$ cat src/rtl/writeback.sv
// Writeback stage: aligns/extends load data and registers the register-file write port.
// Optional retired-instruction counter (output instret) enabled by defining WB_INSTRET_EN.
module writeback #(
    parameter int XLEN = 32
) (
    input  logic            clk,
    input  logic            rst_n,
    input  logic            wb_valid,
    input  logic            wb_ld_regfile,
    input  logic            wb_is_load,
    input  logic [4:0]      wb_rd,
    input  logic [2:0]      wb_funct3,
    input  logic [1:0]      wb_addr_lo,
    input  logic [XLEN-1:0] wb_data,
    input  logic            dmem_resp,
    input  logic [XLEN-1:0] dmem_rdata,
    output logic            advance,
    output logic            ld_regfile,
    output logic [4:0]      rd,
    output logic [XLEN-1:0] regfile_in,
`ifdef WB_INSTRET_EN
    output logic [63:0]     instret,
`endif
    output logic            misalign
);

    typedef enum logic {
        IDLE = 1'b0,
        WAIT = 1'b1
    } state_t;

    state_t          r_state;
    state_t          w_next_state;

    logic [4:0]      r_cap_rd;
    logic            r_cap_ld;
    logic [2:0]      r_cap_funct3;
    logic [1:0]      r_cap_addr_lo;

    logic            w_retire;
    logic            w_is_load;
    logic            w_ld;
    logic [4:0]      w_rd;
    logic [2:0]      w_funct3;
    logic [1:0]      w_addr_lo;
    logic [7:0]      w_byte;
    logic [15:0]     w_half;
    logic [XLEN-1:0] w_load_data;
    logic            w_misaligned;
    logic            w_capture;

    // In WAIT the write is driven from the captured context, not the (already advanced) inputs.
    always_comb begin
        // NOTE: every always_comb output gets a default first so no path can infer a latch.
        w_next_state = r_state;
        advance      = 1'b0;
        w_retire     = 1'b0;
        w_capture    = 1'b0;
        w_is_load    = wb_is_load;
        w_ld         = wb_ld_regfile;
        w_rd         = wb_rd;
        w_funct3     = wb_funct3;
        w_addr_lo    = wb_addr_lo;
        case (r_state)
            IDLE: begin
                advance = !(wb_valid && wb_is_load && !dmem_resp);
                if (wb_valid) begin
                    if (!wb_is_load || dmem_resp) begin
                        w_retire = 1'b1;
                    end else begin
                        w_capture    = 1'b1;
                        w_next_state = WAIT;
                    end
                end
            end
            WAIT: begin
                w_is_load = 1'b1;
                w_ld      = r_cap_ld;
                w_rd      = r_cap_rd;
                w_funct3  = r_cap_funct3;
                w_addr_lo = r_cap_addr_lo;
                if (dmem_resp) begin
                    w_retire     = 1'b1;
                    w_next_state = IDLE;
                end
            end
            default: w_next_state = IDLE;
        endcase
    end

    assign w_byte = dmem_rdata[8*w_addr_lo +: 8];
    assign w_half = w_addr_lo[1] ? dmem_rdata[31:16] : dmem_rdata[15:0];

    // funct3[1] set covers LW and the reserved encodings that behave as LW.
    always_comb begin
        w_load_data  = dmem_rdata;
        w_misaligned = 1'b0;
        if (w_funct3[1]) begin
            w_misaligned = (w_addr_lo != 2'b00);
        end else if (w_funct3[0]) begin
            w_misaligned = w_addr_lo[0];
            w_load_data  = w_funct3[2] ? {16'h0000, w_half} : {{16{w_half[15]}}, w_half};
        end else begin
            w_load_data  = w_funct3[2] ? {24'h000000, w_byte} : {{24{w_byte[7]}}, w_byte};
        end
    end

    // NOTE: sequential state uses non-blocking assignments so every register samples pre-edge values.
    always_ff @(posedge clk or negedge rst_n) begin
        if (!rst_n) begin
            r_state       <= IDLE;
            r_cap_rd      <= '0;
            r_cap_ld      <= 1'b0;
            r_cap_funct3  <= '0;
            r_cap_addr_lo <= '0;
        end else begin
            r_state <= w_next_state;
            if (w_capture) begin
                r_cap_rd      <= wb_rd;
                r_cap_ld      <= wb_ld_regfile;
                r_cap_funct3  <= wb_funct3;
                r_cap_addr_lo <= wb_addr_lo;
            end
        end
    end

    always_ff @(posedge clk or negedge rst_n) begin
        if (!rst_n) begin
            ld_regfile <= 1'b0;
            rd         <= '0;
            regfile_in <= '0;
            misalign   <= 1'b0;
        end else if (w_retire) begin
            ld_regfile <= w_ld && (w_rd != 5'd0) && !(w_is_load && w_misaligned);
            rd         <= w_rd;
            regfile_in <= w_is_load ? w_load_data : wb_data;
            misalign   <= w_is_load && w_misaligned;
        end else begin
            ld_regfile <= 1'b0;
            misalign   <= 1'b0;
        end
    end

`ifdef WB_INSTRET_EN
    logic [63:0] r_instret;

    always_ff @(posedge clk or negedge rst_n) begin
        if (!rst_n) begin
            r_instret <= '0;
        end else if (w_retire) begin
            r_instret <= r_instret + 64'd1;
        end
    end

    assign instret = r_instret;
`endif

endmodule

$ cat config.mk
export PLATFORM = sky130hd
export DESIGN_NAME = writeback
export DESIGN_NICKNAME = d
export VERILOG_FILES = /design/src/rtl/writeback.sv
export SDC_FILE = /design/constraint.sdc
export NUM_CORES = 1
export LEC_CHECK = 0
export CORE_UTILIZATION = 40
export DETAILED_ROUTE_END_ITERATION = 16
export PLACE_DENSITY = 0.8
export SYNTH_ARGS = -nofsm -noshare
export SYNTH_HDL_FRONTEND = slang
export SYNTH_SLANG_ARGS = --single-unit
$ cat constraint.sdc
create_clock -name clk -period 2 [get_ports clk]
set_input_delay 0.4 -clock clk [delete_from_list [all_inputs] [get_ports clk]]
set_output_delay 0.4 -clock clk [all_outputs]
set_load 0.02 [all_outputs]
==> impl_results.md, run 1 <==
- Area share of the largest cell type after synthesis: 0.412
- Crit-path leading delay family: compound AO/OA/AOI/OAI gates
- Leading area contributor after synthesis: dfrtp_1
- Worst path max stage delay: ~440 ps
- # Post-CTS Setup Buffers: 0
- CTS root buf: clkbuf_8
- Initial antenna violation count: 0
- Gpl congestion: slightly above 0.9
- Min Tclk post-route: roughly 2000 ps
- Req. time, crit path: between 2000 and 2500 ps
- Crit path DAT: about 2200 ps
- Drc violations: 0
- Sequential cell area fraction in the yosys report: 0.412
- Diodes inserted: 0
- Area Growth Syn to Fin: 55.2%
- Syn Nets: around 430
- Worst Hold Class: primary input to asynchronous set/reset pin
- DIE AREA: between 8000 and 9000 um2
- Share of layout cells above drive strength 1: 0.182
- Max-slew headroom: 0.601
- R2R cell count: 5
- Longest Clk Path Bufs: 2
- I/O Pins: between 100 and 150
- Synth cell count leaders: 51 x dfrtp_1, 48 x nand2_1, 35 x nor2_1
- Die Span Y: around 90 um
- Fmax: ~500 MHz
- Fillers: slightly above 600
- RSZ-0062 raised after global routing: yes
- DR WL/cell: ~18 um
- Startpoint Class: primary input
- Fin util: 0.652
- R2R Setup Slk: 40 ps
- Asr flop ratio synth: 1.00
- R2r endpoint: regfile_in[30]$_DFFE_PN0P_
- First-pass GRT wire length: between 15000 and 20000 um
- Detailed Route WL: 10700 um
- Worst setup path class: primary input to register
- Max_cap viols: 0
- Post-synth EDFFs: 0
- Initial Util: 0.420
- Maximum vdd ir drop: 0.420 mV
- Netlist cell types: 39
- CTS tree: built
- Via count: between 3000 and 4000
- Pin count of the biggest net entering global routing: 32
- Initial detailed-routing violation count: ~220
- Gr usage total: 0.259
- Vias in the first global route: around 3300
- Synthesized area: slightly above 3000 um2
- FP Rows: 31
- Avg Cell Area, Syn: a little under 9 um2
- Slowest cell on crit path: or4_1
- Final Hold Viols: 0
- Max-slew violations: 0
- Final #Nets: 567
- CTS clk-pin slew, worst paths: about 110 ps
- Final setup viols: 0
- Worst-path cell chain: clkdlybuf4s50_1, mux2_4, mux2i_1, or4_1, o311a_4, a211oi_2
- Fin crit share: 0.980
- Sequential cell area: between 1000 and 1500 um2
- Crit path launch: wb_addr_lo[1]
- Core area: about 7400 um2
- Outcome: finished clean
- Vias per cell: 5.78
- Most numerous cell in the Yosys netlist: dfrtp_1
- Die Wd: between 80 and 90 um
- H-tree depth: 2
- Critical path endpoint category: register
- CTS buffer count: 5
- Largest cells by area after synthesis: dfrtp_1 41%, nand2_1 5.8%, a21oi_1 4.5%
- Placed cells: just under 600
- # clock sinks: 51
- LEAKAGE: 1.90 nW
- Cell count after synthesis: between 300 and 400
- Commonest register cell after synthesis: dfrtp_1
- Synth Warn #: 0
- Port bufs: between 100 and 150
- Hpwl dp: 7780 um
- RR Startpoint: r_state$_DFF_PN0_
- Multi-input gate area: 1760 um2
- Routed Antenna Nets: 0
- TritonRoute pass-1 iters: 5
- Final Non-Filler Cells: 587
- Clock Latency Late Sink: around 320 ps
- Grt ovf: 0
- Pwr dens: approximately 780 nW/um2
- Flops & latches, synth: 51
- Crit Path Max Fanout: 16
- Hold-fix buffers, CTS: 0
- Critical path buffers and inverters: 1
- Worst slew pin tran: between 500 and 600 ps
- Fin Clk Skew: 12.4 ps
## worst max-delay path by stage
stage | slack [ps] | end | depth (start not counted)
after CTS | 20 | regfile_in[19]$_DFFE_PN0P_ | 6
after global placement | -260 | regfile_in[30]$_DFFE_PN0P_ | 7
after global routing | -20 | regfile_in[16]$_DFFE_PN0P_ | 6
after floorplan | 4 | regfile_in[23]$_DFFE_PN0P_ | 8
after detailed placement | -310 | regfile_in[19]$_DFFE_PN0P_ | 6
final | 40 | regfile_in[30]$_DFFE_PN0P_ | 6
## repair_timing
item | 4_1_cts | 5_1_grt
hold endpoints to repair | 0 | 0
gates resized for setup | 2 | 11
endpoints found under the setup margin | 4 | 19
## report_power, final
part | internal (W) | leakage [nW] | switching [W]
clock | 0.000373 | 0.0581 | 0.000384
sequential | 0.00124 | 0.599 | 0.000153
combinational | 0.000797 | 1.25 | 0.000780
total | 0.00241 | 1.90 | 0.00132
## metal layers
metal,GRT usage,vias up,part of all wire
met5,0,-,0
met4,0.0659,0,0.013
met3,0.0482,11,0.076
met2,0.431,176,0.48
met1,0.349,1647,0.43
li1,-,1557,-
## through the flow
step	cell area [um2]	worst slack, ps	total power, W	hold WS, ps	TNS, ps
4_1_cts	4750	16.0	0.00369	98.4	0
3_5_place_dp	4640	-310	0.00294	441	-7180
2_1_floorplan	3090	4.33	0.00215	104	0
3_3_place_gp	4640	-263	0.00290	429	-6020
6_report	4800	40.2	0.00372	70.0	0
5_1_grt	4800	-15.9	0.00388	108	-47.4
## cell families after synthesis
kind of cell | Yosys count | share of synthesized area
and+or+nand+nor | 134 | 0.196
DFF | 51 | 0.412
muxes | 26 | 0.0922
buffers and inverters | 25 | 0.0412
AOI/OAI and AO/OA | 110 | 0.258
## cell type report
cell class,instances,area share
Clock buffer,5,0.0143
Timing Repair Buffer,158,0.318
Tap cell,99,0.0258
Sequential cell,51,0.266
Clock inverter,3,0.00912
Multi-Input combinational cell,270,0.366
Inverter,1,0.000782
## registers in the layout (all words and copies together) (netlist names)
name           flops
regfile_in        32
r_cap_rd           5
r_cap_addr_lo      2
ld_regfile         1
r_cap_funct3       3
r_cap_ld           1
r_state            1
rd                 5
misalign           1
## placed cells by master (no fill, tap or decap), drive strengths merged, types with 12 or more instances in the layout
cell	instances
o21ai	18
a21oi	28
a211oi	16
nor3	26
nor2	36
o22ai	15
dfrtp	51
mux2	14
mux2i	12
buf	40
clkdlybuf4s50	117
nand2	48
(Power assumes the default switching activity.)
==> run 2: changes to the inputs <==
- CTS_CLUSTER_DIAMETER: default -> 50
==> results of run 2 <==
Final layout, timing and power as in run 1 (identical DEF).
==> run 3: changes to the inputs <==
--- a/config.mk
+++ b/config.mk
@@ -7,2 +7,4 @@
 export LEC_CHECK = 0
+export ABC_AREA = 0
+export CAP_MARGIN = 20
 export CORE_UTILIZATION = 40
--- a/constraint.sdc
+++ b/constraint.sdc
@@ -3,2 +3,2 @@
 set_output_delay 0.4 -clock clk [all_outputs]
-set_load 0.02 [all_outputs]
+set_load 0.005 [all_outputs]
==> run 3 against run 2 <==
Compared with the run above: clock power grew 2%; via count grew 0.41%; power decreased by 4.6%; sequential share of layout area fell by 0.15 points; clock skew decreased by 5.2 ps; critical path depth unchanged; largest cell class unchanged.
==> impl_results.md, run 3 (synthesis results as in run 1) <==
- CTS root buf: clkbuf_8
- Top reg by flops: regfile_in
- Port bufs: 119
- Pin count of the biggest net entering global routing: 32
- Clock Latency Late Sink: 310 ps
- Crit path launch: wb_addr_lo[1]
- Vias in the first global route: around 3300
- Routed Antenna Nets: 0
- CTS buffer count: 5
- Crit Path Max Fanout: 8
- Fin Clk Skew: approximately 7 ps
- Via count: 3405
- RR Startpoint: r_state$_DFF_PN0_
- Most common cell after layout, fill and taps aside: clkdlybuf4s50_1
- RSZ-0062 raised after global routing: yes
- Maximum vdd ir drop: about 0.36 mV
- Top flop regs: regfile_in x32, r_cap_rd x5, rd x5
- Min Tclk post-route: between 1500 and 2000 ps
- Final #Nets: roughly 570
- Detailed Route WL: 10700 um
- Initial Util: 0.420
- Hpwl dp: ~7700 um
- Fin Setup TNS: 0 ps
- I/O Pins: 120
- Post-Layout Inst Area: around 4800 um2
- Max-slew violations: 0
- CTS clk-pin slew, worst paths: ~100 ps
- Final Hold Viols: 0
- DR WL/cell: roughly 18 um
- Most frequent cells in the layout: 115 x clkdlybuf4s50_1, 50 x dfrtp_1, 47 x nand2_1, 36 x buf_4, 35 x nor2_1
- Share of layout cells above drive strength 1: 0.188
- Worst Hold Class: primary input to asynchronous set/reset pin
- Crit path DAT: between 2000 and 2500 ps
- Final setup viols: 0
- Vias per cell: about 5.8
- Die Span Y: between 80 and 90 um
- Gr usage total: 0.259
- FP Rows: 31
- DIE AREA: 8090 um2
- Worst setup path class: primary input to register
- Startpoint Class: primary input
- Worst slew pin tran: between 600 and 700 ps
- Initial detailed-routing violation count: approximately 230
- R2R cell count: 6
- Initial antenna violation count: 0
- # Post-CTS Setup Buffers: 0
- Core area: 7370 um2
- Diodes inserted: 0
- Area Growth Syn to Fin: 56.1%
- Pwr dens: between 700 and 800 nW/um2
- TritonRoute pass-1 iters: 5
- CTS tree: built
- Placed cell area: 4630 um2
- Req. time, crit path: about 2200 ps
- Fillers: between 600 and 700
- Max_cap viols: 0
- Pwr Total: 0.00355 W
- LEAKAGE: between 1.5 and 2 nW
- First-pass GRT wire length: 16900 um
- Max reg flops: 32
- Critical path endpoint category: register
- H-tree depth: 2
- Max-slew headroom: 0.581
- Outcome: finished clean
- # clock sinks: 51
- Die Wd: approximately 90 um
- Fin crit share: 0.979
- Grt ovf: 0
- Drc violations: 0
- Fmax: 511 MHz
- Longest Clk Path Bufs: 2
- Gpl congestion: between 0.9 and 1
run 3: path summary, 6_finish.rpt:
check / end / slack [ps]
setup / recovery: regfile_in[30]$_DFFE_PN0P_ / 40
hold / removal: r_cap_addr_lo[1]$_DFFE_PN0P_ / 100
setup reg to reg: regfile_in[30]$_DFFE_PN0P_ / 50
hold reg to reg: rd[0]$_DFFE_PN0P_ / 500
max in group asynchronous: r_cap_rd[2]$_DFFE_PN0P_ / 1330
min in group clk: rd[0]$_DFFE_PN0P_ / 500
run 3: worst max-delay path: stages:
cell             delay, ps
clkdlybuf4s50_1        430
mux2_4                 290
mux2i_1                150
or4_4                  470
o311a_4                210
a211oi_2               230
run 3: layer usage:
layer  GRT usage  part of all wire  vias to the layer above
met4      0.0685             0.016                        0
met5           0                 0                        -
met3      0.0465             0.080                       19
met2       0.422              0.47                      177
met1       0.355              0.43                     1642
li1            -                 -                     1567
run 3: per-stage QoR:
step,hold WS [ps],setup WS (ps),utilization,cells
2_1_floorplan,104,4.33,-,346
3_3_place_gp,431,-270,0.629,580
3_5_place_dp,438,-329,0.629,580
4_1_cts,101,7.50,0.646,588
5_1_grt,123,-5.78,0.655,589
6_report,97.9,41.9,0.655,589
run 3: timing repair:
action,in CTS,in global routing
gates cloned,0,1
setup endpoints to repair,15,26
hold endpoints to repair,0,0
hold buffers,0,0
gates resized for setup,5,14
pin swaps,0,0
run 3: cell type report:
cell class / instances / area (um2) / area share
clock buffer: 6 / 82.6 / 0.0171
clock inverter: 2 / 35.0 / 0.00725
inverter: 1 / 3.75 / 0.000777
multi-input combinational: 271 / 1780 / 0.368
sequential: 51 / 1280 / 0.265
tap: 99 / 124 / 0.0256
timing repair buffer: 159 / 1530 / 0.316
run 3: where the power goes:
group          total (W)  internal, W  switching, W
registers        0.00138      0.00124      0.000148
logic            0.00140     0.000796      0.000599
clock network   0.000772     0.000406      0.000366
total            0.00355      0.00244       0.00111
